### config.mk
export PLATFORM = sky130hd
export DESIGN_NAME = ws2812_frame_tx
export DESIGN_NICKNAME = d
export VERILOG_FILES = /design/src/rtl/ws2812_pkg.sv /design/src/rtl/ws2812_bit_encoder.sv /design/src/rtl/ws2812_frame_tx.sv
export SDC_FILE = /design/constraint.sdc
export NUM_CORES = 1
export LEC_CHECK = 0
export BUFFER_PORTS_ARGS = -buffer_cell sky130_fd_sc_hd__buf_2
export CAP_MARGIN = 20
export CORE_UTILIZATION = 40
export DETAILED_ROUTE_END_ITERATION = 10
export GPL_TIMING_DRIVEN = 1
export PLACE_DENSITY = 0.54
export SLEW_MARGIN = 20
export SYNTH_ARGS = -nofsm -noshare
export SYNTH_HDL_FRONTEND = slang
export SYNTH_HIERARCHICAL = 1
export SYNTH_SLANG_ARGS = --single-unit
### constraint.sdc
create_clock -name clk -period 9.9 [get_ports clk]
set_input_delay 1.485 -clock clk [delete_from_list [all_inputs] [get_ports clk]]
set_output_delay 1.485 -clock clk [all_outputs]
set_load 0.01 [all_outputs]
### src/rtl/ws2812_pkg.sv
// Shared WS2812 timing defaults, cycle conversion, FSM state type and GRB layout.
package ws2812_pkg;

  localparam int CLK_PERIOD_NS_DEF = 20;
  localparam int LED_COUNT_DEF     = 8;
  localparam int T0H_NS_DEF        = 400;
  localparam int T1H_NS_DEF        = 800;
  localparam int TBIT_NS_DEF       = 1250;
  localparam int TRST_NS_DEF       = 50000;

  localparam int WORD_W     = 24;
  localparam int BIT_CNT_W  = 5;
  localparam int TBIT_CNT_W = 8;
  localparam int TRST_CNT_W = 16;

  // GRB word layout: G[23:16] R[15:8] B[7:0]
  localparam int G_LSB = 16;
  localparam int R_LSB = 8;
  localparam int B_LSB = 0;

  typedef enum logic [1:0] {IDLE, FETCH, SEND, LATCH} state_t;

  // Floored conversion from a duration in ns to whole clock cycles.
  function automatic int ns_to_cycles(input int ns, input int clk_period_ns);
    return ns / clk_period_ns;
  endfunction

endpackage

### src/rtl/ws2812_bit_encoder.sv
// Emits one WS2812 NRZ bit per start strobe; bit_done marks the last cycle of the
// bit period so a following start continues with no gap.
module ws2812_bit_encoder
  import ws2812_pkg::*;
#(
  parameter int T0H  = 20,
  parameter int T1H  = 40,
  parameter int TBIT = 62
) (
  input  logic clk,
  input  logic rst_n,
  input  logic start,
  input  logic bit_in,
  output logic dout,
  output logic bit_done
);

  localparam logic [TBIT_CNT_W-1:0] T0H_C  = TBIT_CNT_W'(T0H);
  localparam logic [TBIT_CNT_W-1:0] T1H_C  = TBIT_CNT_W'(T1H);
  localparam logic [TBIT_CNT_W-1:0] LAST_C = TBIT_CNT_W'(TBIT - 1);

  logic                  active;
  logic                  bit_val;
  logic [TBIT_CNT_W-1:0] cnt;

  always_ff @(posedge clk) begin
    if (!rst_n) begin
      active  <= 1'b0;
      bit_val <= 1'b0;
      cnt     <= '0;
    end else if (start) begin
      active  <= 1'b1;
      bit_val <= bit_in;
      cnt     <= '0;
    end else if (active) begin
      if (cnt == LAST_C) active <= 1'b0;
      else               cnt    <= cnt + TBIT_CNT_W'(1);
    end
  end

  assign bit_done = active && (cnt == LAST_C);
  assign dout     = active && (cnt < (bit_val ? T1H_C : T0H_C));

endmodule

### src/rtl/ws2812_frame_tx.sv
// Frame transmitter: fetches one GRB word per LED with one-word prefetch,
// serialises MSB first through the bit encoder, then holds the latch low time.
module ws2812_frame_tx
  import ws2812_pkg::*;
#(
  parameter int CLK_PERIOD_NS = CLK_PERIOD_NS_DEF,
  parameter int LED_COUNT     = LED_COUNT_DEF,
  parameter int T0H_NS        = T0H_NS_DEF,
  parameter int T1H_NS        = T1H_NS_DEF,
  parameter int TBIT_NS       = TBIT_NS_DEF,
  parameter int TRST_NS       = TRST_NS_DEF,
  localparam int LED_W        = (LED_COUNT > 1) ? $clog2(LED_COUNT) : 1
) (
  input  logic              clk,
  input  logic              rst_n,
  input  logic              frame_start,
  output logic              pixel_rqst,
  output logic [LED_W-1:0]  led_no,
  input  logic [WORD_W-1:0] pixel_data,
  input  logic              pixel_valid,
  output logic              dout,
  output logic              busy,
  output logic              frame_done,
  output logic              underrun
);

  localparam int T0H_CYC  = ns_to_cycles(T0H_NS, CLK_PERIOD_NS);
  localparam int T1H_CYC  = ns_to_cycles(T1H_NS, CLK_PERIOD_NS);
  localparam int TBIT_CYC = ns_to_cycles(TBIT_NS, CLK_PERIOD_NS);
  localparam int TRST_CYC = ns_to_cycles(TRST_NS, CLK_PERIOD_NS);

  localparam logic [LED_W-1:0]      LAST_LED  = LED_W'(LED_COUNT - 1);
  localparam logic [TRST_CNT_W-1:0] TRST_LAST = TRST_CNT_W'(TRST_CYC - 1);

  state_t                state, state_nx;
  logic [WORD_W-2:0]     shift;
  logic [WORD_W-1:0]     nxt_buf, nxt_word;
  logic                  nxt_full, pend;
  logic [BIT_CNT_W-1:0]  bit_cnt;
  logic [LED_W-1:0]      cur_led;
  logic [TRST_CNT_W-1:0] rst_cnt;
  logic                  enc_start, enc_bit, bit_done;
  logic                  fetch_cap, pre_cap, last_word, avail, swap, step;

  always_ff @(posedge clk) begin
    if (!rst_n) state <= IDLE;
    else        state <= state_nx;
  end

  always_comb begin
    state_nx  = state;
    enc_start = 1'b0;
    enc_bit   = 1'b0;
    fetch_cap = (state == FETCH) && pixel_rqst && pixel_valid;
    pre_cap   = (state == SEND) && pixel_rqst && pixel_valid;
    last_word = (cur_led == LAST_LED);
    // A prefetch answered in the word-boundary cycle itself still counts as ready.
    avail     = nxt_full || pre_cap;
    nxt_word  = nxt_full ? nxt_buf : pixel_data;
    swap      = 1'b0;
    step      = 1'b0;
    case (state)
      IDLE:  if (frame_start && !frame_done) state_nx = FETCH;
      FETCH: if (fetch_cap) begin
        state_nx  = SEND;
        enc_start = 1'b1;
        enc_bit   = pixel_data[WORD_W-1];
      end
      SEND: if (bit_done) begin
        if (bit_cnt != '0) begin
          step      = 1'b1;
          enc_start = 1'b1;
          enc_bit   = shift[WORD_W-2];
        end else if (last_word) begin
          state_nx = LATCH;
        end else if (avail) begin
          swap      = 1'b1;
          enc_start = 1'b1;
          enc_bit   = nxt_word[WORD_W-1];
        end else begin
          state_nx = FETCH;
        end
      end
      LATCH: if (rst_cnt == TRST_LAST) state_nx = IDLE;
      default: state_nx = IDLE;
    endcase
  end

  always_ff @(posedge clk) begin
    if (!rst_n) begin
      busy       <= 1'b0;
      pixel_rqst <= 1'b0;
      led_no     <= '0;
      frame_done <= 1'b0;
      underrun   <= 1'b0;
      nxt_full   <= 1'b0;
      pend       <= 1'b0;
      cur_led    <= '0;
      bit_cnt    <= '0;
      rst_cnt    <= '0;
    end else begin
      frame_done <= 1'b0;
      // A prefetch request goes up one cycle after the previous request dropped.
      if (pend && !pixel_rqst) begin
        pixel_rqst <= 1'b1;
        pend       <= 1'b0;
      end
      if (pre_cap) begin
        nxt_full   <= 1'b1;
        pixel_rqst <= 1'b0;
      end
      case (state)
        IDLE: if (frame_start && !frame_done) begin
          busy       <= 1'b1;
          led_no     <= '0;
          cur_led    <= '0;
          underrun   <= 1'b0;
          pixel_rqst <= 1'b1;
          nxt_full   <= 1'b0;
          pend       <= 1'b0;
        end
        FETCH: if (fetch_cap) begin
          pixel_rqst <= 1'b0;
          bit_cnt    <= BIT_CNT_W'(WORD_W - 1);
          if (!last_word) begin
            led_no <= cur_led + LED_W'(1);
            pend   <= 1'b1;
          end
        end
        SEND: if (bit_done) begin
          if (step) begin
            bit_cnt <= bit_cnt - BIT_CNT_W'(1);
          end else if (last_word) begin
            rst_cnt <= '0;
          end else if (swap) begin
            cur_led    <= cur_led + LED_W'(1);
            bit_cnt    <= BIT_CNT_W'(WORD_W - 1);
            nxt_full   <= 1'b0;
            pixel_rqst <= 1'b0;
            if (int'(cur_led) + 2 < LED_COUNT) begin
              led_no <= cur_led + LED_W'(2);
              pend   <= 1'b1;
            end
          end else begin
            cur_led    <= cur_led + LED_W'(1);
            underrun   <= 1'b1;
            pixel_rqst <= 1'b1;
            pend       <= 1'b0;
          end
        end
        LATCH: begin
          if (rst_cnt == TRST_LAST) begin
            frame_done <= 1'b1;
            busy       <= 1'b0;
          end else begin
            rst_cnt <= rst_cnt + TRST_CNT_W'(1);
          end
        end
        default: ;
      endcase
    end
  end

  always_ff @(posedge clk) begin
    if (fetch_cap)  shift <= pixel_data[WORD_W-2:0];
    else if (swap)  shift <= nxt_word[WORD_W-2:0];
    else if (step)  shift <= {shift[WORD_W-3:0], 1'b0};
    if (pre_cap) nxt_buf <= pixel_data;
  end

  ws2812_bit_encoder #(
    .T0H  (T0H_CYC),
    .T1H  (T1H_CYC),
    .TBIT (TBIT_CYC)
  ) u_enc (
    .clk      (clk),
    .rst_n    (rst_n),
    .start    (enc_start),
    .bit_in   (enc_bit),
    .dout     (dout),
    .bit_done (bit_done)
  );

endmodule

==> metrics.cfg, run 1 <==
[synthesis]
synth_edf_count = 47
synth_area_sq_mm = 0.00465
synth-async-reset-ratio_pct = 0
syn_nets = 479
synth_common_cells = 47 x edfxtp_1, 45 x dfxtp_1, 27 x a21oi_1
synth-seq-area-share_pct = 49.7
netlist_top_cells_area = edfxtp_1 30%, dfxtp_1 19%, o221a_2 5.3%
synth_xor_xnor_area_share_pct = 0
synthAdderAreaFrac_pct = 4.30
yosys_warnings = 6
synth.largest_area_cell = edfxtp_1
synth_compound_area_share_pct = 20.8
yosysTopAreaCellShare_pct = 30.3
ys_ff_latch = 92
synthMuxAreaShare_pct = 2.02
synthCells = 435
synthSimpleGateAreaFrac_pct = 19.7
synth_cell_type_count = 65
syn_avg_cell_area_sq_um = 10.7
synth_most_common_cell = edfxtp_1
synth_top_family_by_area = compound AO/OA/AOI/OAI gates
yosys_most_used_dff = edfxtp_1

[floorplan]
initial_core_util_pct = 40.9
core-area_sq_mm = 0.0114
rows = 39
dieArea_sq_mm = 0.0121
die-height_um = 110
ios = 36
dieWidth_um = 110

[timing]
worst_clock_skew_ns = 0.00759
hold_viol_final = 0
drv_slew = 0
layout_worst_path_cycle_share_pct = 38.7
fmax_mhz = 261
slew_headroom_pct = 31.7
tns_ns = 0
worst_pin_slew_ns = 1.02
finalSetupViolations = 0
fin_crit_ns = 3.83
rsz0062_at_grt = false

[drt]
first_pass_iters = 4
drc = 0
routed_via_density = 6.03
first_iter_violations = 221
routed_wirelength_um = 10600
num_vias = 3673
ant_nets = 0
wl_per_cell_um = 17.3

[grt]
gr-usage-met3_pct = 4.62
busiest_layer = met2
grt_max_degree = 29
gr-usage-all-layers_pct = 19.4
grt_first_pass_wirelength_um = 17600
grt_overflow = 0
antenna_found_initial = 0
grt_use_met2_pct = 29.2
met1_usage_pct = 26.7
grt_pass1_vias = 3437

[run]
cap_violations = 0

[power_and_ir_drop]
p_leak_nw = 1.80
p_per_area_mw_per_mm2 = 208
power_mw = 1.08
vdd_drop_max_uv = 99.1

[clock_tree]
cts.sinks = 92
clock-root-buffer = clkbuf_16
insertion_delay_ns = 0.35
cts_buffer_depth = 2
cts_setup_buffers = 0
cts_hold_buf = 0
cts_buffers = 9
post_cts_resize_count = 0
cts_tree = yes
htreeDepth = 3
clk_pin_slew_worst_paths_ns = 0.06

[cells_and_area]
regArea_sq_mm = 0.00231
final_area_sq_mm = 0.00522
final_nets = 505
areaGrowthSynthToFinish_pct = 12.3
n_antenna_cell = 0
drive_gt1_share_pct = 19.1
n_fill_cell = 1078
multiInputGateArea_sq_mm = 0.00218

[worst_hold_path]
hold_path.class = reg -> reg

[worst_setup_path]
slowest_stage = o41a_1
crit_path_end_kind = flip-flop
r2r_start = u_enc/cnt[0]
cpPeakStageDelay_ns = 0.97
cp_top_family = simple AND/OR/NAND/NOR gates
critPathCapture = shift[13]
path_max_fanout = 25
path_class = reg -> reg
cp-start-kind = flip-flop
critPathArrivalTime_ns = 3.93
critPathRequiredTime_ns = 10.00
path_cells = ha_1 -> nor3b_2 -> and3_1 -> and2_1 -> nand3_1 -> o41a_1 -> o221a_2
cp-startpoint = u_enc/cnt[0]
path_buf_inv = 0
r2r_cells = 7
path_depth = 7
r2r_slack_ns = 6.07
r2r_end = shift[13]

[place]
portBuffers = 35
gp_congestion = 0.805
hpwl_um = 7030
placed_cell_area_sq_mm = 0.00493

[run_status]
status = completed

## per-stage QoR
stage               std cells  setup WS, ns  hold slack, ns  util, %
CTS                       609          6.01           0.465     45.9
finish                    609          6.07           0.460     45.9
floorplan                 435          5.43           0.455        -
detailed placement        593          6.07           0.456     43.4
global placement          593          6.19           0.443     43.4
global route              609          5.71           0.478     45.9
## kinds of logic after synthesis
group	after synthesis
and+or+nand+nor	151
AOI/OAI and AO/OA	128
DFF	92
buffers and inverters	39
adders and majority gates	16
muxes	9
## layout make-up
| type | instances | share of cell area, % |
|---|---|---|
| clock buffers | 10 | 4.57 |
| well taps | 143 | 3.43 |
| repair buffers | 38 | 3.78 |
| clock inverters | 6 | 1.03 |
| flip-flops and latches | 92 | 44.3 |
| inverters | 16 | 1.15 |
| multi-input cells | 304 | 41.8 |
## placed cells by master (no fill, tap or decap), types with 13 or more instances in the layout
| master | n |
|---|---|
| or4_1 | 13 |
| o221a_2 | 22 |
| nand3_1 | 15 |
| edfxtp_1 | 47 |
| ha_1 | 16 |
| nand2_1 | 22 |
| inv_1 | 16 |
| buf_2 | 35 |
| a21oi_1 | 27 |
| o31ai_1 | 13 |
| dfxtp_1 | 45 |
| or3_1 | 25 |
| o21ai_0 | 20 |
## routing by layer
metal  vias up  share of wire (%)
met5         -                  0
met2        74                 46
met4         0               0.93
met3         7                3.9
met1      1811                 49
li1       1781                  -
## worst reg2reg max path, cell delays in order (launching register included)
cell     delay (ns)
dfxtp_1        0.40
ha_1           0.18
nor3b_2        0.35
and3_1         0.35
and2_1         0.25
nand3_1        0.67
o41a_1         0.97
o221a_2        0.41
## sequential cells by signal (all words and copies together) (netlist names), 2 cells and up
name and cells:
rst_cnt 16, cur_led 3, led_no 3, shift 23, state 2, nxt_buf 24
bit_cnt 5, u_enc/cnt 8
## how the worst min path moves through the flow
| stage | from | cells past startpoint | slack [ns] | end |
|---|---|---|---|---|
| CTS | led_no[1] | 2 | 0.47 | led_no[1] |
| global placement | led_no[1] | 2 | 0.44 | led_no[1] |
| global route | led_no[1] | 2 | 0.48 | led_no[1] |
| floorplan | rst_cnt[11] | 2 | 0.46 | rst_cnt[11] |
| detailed placement | led_no[1] | 2 | 0.46 | led_no[1] |
| finish | led_no[1] | 2 | 0.46 | led_no[1] |
## power by group
group	leakage (nW)	internal [mW]	switching, mW	total, mW
registers	0.790	0.436	0.0277	0.463
clock network	0.141	0.200	0.145	0.345
logic	0.871	0.110	0.166	0.276
Power figures use the tool's default switching activity.
==> run 2: changes to the inputs <==
--- a/config.mk
+++ b/config.mk
@@ -10,7 +10,7 @@
 export CORE_UTILIZATION = 40
 export DETAILED_ROUTE_END_ITERATION = 10
 export GPL_TIMING_DRIVEN = 1
-export PLACE_DENSITY = 0.54
+export PLACE_DENSITY = 0.56
 export SLEW_MARGIN = 20
 export SYNTH_ARGS = -nofsm -noshare
 export SYNTH_HDL_FRONTEND = slang
==> constraint.sdc (replaced) <==
create_clock -name clk -period 3.5 [get_ports clk]
set_input_delay 0.525 -clock clk [delete_from_list [all_inputs] [get_ports clk]]
set_output_delay 0.525 -clock clk [all_outputs]
set_load 0.01 [all_outputs]
==> run 2 against run 1 <==
  * Fmax up 27%
  * Cell count increased by 0.16%
  * Clock skew about the same
  * Register-to-register slack worse by 5.6 ns
  * Global-route usage decreased by 0.51 points
  * Design area shrank 0.34%
  * Critical endpoint is now shift[7]
==> metrics.cfg, run 2 (synthesized netlist as in run 1, its figures left out) <==
[run_status]
status = completed

[floorplan]
initial_core_util_pct = 40.9  ; unchanged
die-height_um = 110  ; unchanged
ios = 36  ; unchanged
dieWidth_um = 110  ; unchanged
dieArea_sq_mm = 0.0121  ; unchanged
rows = 39  ; unchanged
core-area_sq_mm = 0.0114  ; unchanged

[timing]
rsz0062_at_grt = false
finalSetupViolations = 0  ; unchanged
fmax_mhz = 330  ; +27%
drv_slew = 0  ; unchanged
layout_worst_path_cycle_share_pct = 86.5  ; +48 points
hold_viol_final = 0  ; unchanged
fin_crit_ns = 3.03  ; -0.804 ns
tns_ns = 0  ; unchanged
slew_headroom_pct = 30.2  ; -1.4 points
worst_pin_slew_ns = 1.05  ; +0.0216 ns
worst_clock_skew_ns = 0.00779  ; +0.000201 ns

[power_and_ir_drop]
p_switching_mw = 0.938  ; +180%
p_per_area_mw_per_mm2 = 573  ; +180%
p_leak_nw = 1.80  ; -0.39%
pwr-share-clk_pct = 30.1  ; -1.7 points
p_sw_share_pct = 31.4  ; +0.19 points
sequentialPowerShare_pct = 43.8  ; +1.1 points
power_mw = 2.98  ; +180%
vdd_drop_max_uv = 269  ; +170%
combPwrFrac_pct = 26.0  ; +0.5 points
cellInternalPower_mw = 2.05  ; +170%

[worst_setup_path]
crit_path_end_kind = flip-flop
path_class = reg -> reg
path_cells = ha_1 -> nor3b_2 -> and3_1 -> and2_1 -> nand3_1 -> o41a_1 -> o221a_2
critPathArrivalTime_ns = 3.13  ; -0.80 ns
cp-start-kind = flip-flop
cpPeakStageDelay_ns = 0.68  ; -0.29 ns
r2r_end = shift[7]
path_max_fanout = 23  ; -8.0%
r2r_cells = 7  ; unchanged
r2r_slack_ns = 0.47  ; -5.60 ns
slowest_stage = o41a_1
critPathRequiredTime_ns = 3.60  ; -6.40 ns
r2r_start = u_enc/cnt[0]

[grt]
grt_max_degree = 29  ; unchanged
antenna_found_initial = 0  ; unchanged
grt_pass1_vias = 3372  ; -1.9%
grt_overflow = 0  ; unchanged
grt_first_pass_wirelength_um = 17100  ; -2.8%
gr-usage-all-layers_pct = 18.8  ; -0.51 points

[cells_and_area]
final_nets = 506  ; +0.20%
largest_register_ffs = 24  ; unchanged
drive_gt1_share_pct = 19.3  ; +0.17 points
top_regs = nxt_buf (24), shift (23), rst_cnt (16)
final_cell_mix = 47 x edfxtp_1, 45 x dfxtp_1, 35 x buf_2
areaGrowthSynthToFinish_pct = 11.9
stdcell_count = 610  ; +0.16%
final_common_cell = edfxtp_1
regMostFlops = nxt_buf
n_antenna_cell = 0  ; unchanged

[worst_hold_path]
hold_path.class = in -> reg
hold_path_startpoint = pixel_data[0]
hold_path_depth = 1  ; -1
min_to = nxt_buf[0]

[place]
hpwl_um = 7010  ; -0.21%
portBuffers = 35  ; unchanged
placed_cells = 594  ; +0.17%
gp_congestion = 0.848  ; +5.3%

[clock_tree]
cts.sinks = 92  ; unchanged
insertion_delay_ns = 0.35  ; about the same
cts_hold_buf = 0  ; unchanged
htreeDepth = 3  ; unchanged
post_cts_resize_count = 0  ; unchanged
cts_setup_buffers = 0  ; unchanged
cts_tree = yes
cts_buffers = 9  ; unchanged
clk_pin_slew_worst_paths_ns = 0.06  ; about the same
cts_buffer_depth = 2  ; unchanged
clock-root-buffer = clkbuf_16

[drt]
drc = 0  ; unchanged
ant_nets = 0  ; unchanged
routed_wirelength_um = 10400  ; -1.6%
wl_per_cell_um = 17.0  ; -1.8%
first_pass_iters = 8  ; +4
first_iter_violations = 197  ; -11%
num_vias = 3613  ; -1.6%
routed_via_density = 5.92  ; -1.8%

[run]
cap_violations = 0  ; unchanged

## run 2: metal layers
metal	global-route usage, %	up-vias	wire (um)
met1	26.3	1757	5290
met2	28.3	63	4610
li1	-	1780	-
met5	0	-	0
met4	8.29	0	191
met3	3.62	13	302
## run 2: worst max-delay path: cells and delay by family, from the launching register on
| kind | cells | cell delay, ns |
|---|---|---|
| AO/OA/AOI/OAI | 2 | 1.07 |
| adder cells (fa/ha/maj) | 1 | 0.19 |
| flip-flops | 1 | 0.43 |
| AND/OR/NAND/NOR | 4 | 1.09 |
## run 2: worst max-delay path by stage
stage                             from      endpoint  slack [ns]  cells after the start
final                     u_enc/cnt[0]      shift[7]        0.47                      7
after global routing      u_enc/cnt[0]     shift[18]        0.26                      7
after CTS                 u_enc/cnt[0]     shift[22]        0.47                      7
after detailed placement  u_enc/cnt[0]     shift[13]        0.49                      7
after global placement    u_enc/cnt[0]      shift[9]        0.60                      7
after floorplan               state[0]  u_enc/cnt[1]        0.07                     11
## run 2: power by group through the flow
| stage | Sequential [mW] | Clock [mW] | Combinational (mW) |
|---|---|---|---|
| finish | 1.31 | 0.900 | 0.777 |
| global placement | 1.33 | 0 | 0.768 |
| floorplan | 1.31 | 0 | 0.576 |
| global route | 1.32 | 0.963 | 0.856 |
| detailed placement | 1.33 | 0 | 0.773 |
| CTS | 1.31 | 0.928 | 0.774 |
## run 2: cell type report
| class | count | area [sq um] |
|---|---|---|
| well taps | 143 | 179 |
| multi-input cells | 304 | 2180 |
| inverters | 16 | 60.1 |
| repair buffers | 39 | 205 |
| clock buffers | 14 | 255 |
| fillers | 1093 | 6160 |
| clock inverters | 2 | 12.5 |
| flip-flops and latches | 92 | 2310 |
## run 2: per-stage QoR
stage	setup slack, ns	hold slack, ns	area (sq um)	util (%)
final	0.474	0.364	5210	45.8
after global routing	0.261	0.354	5210	45.8
after CTS	0.472	0.355	5210	45.8
after detailed placement	0.485	0.453	4940	43.4
after global placement	0.603	0.449	4940	43.4
after floorplan	0.0674	0.455	4650	-
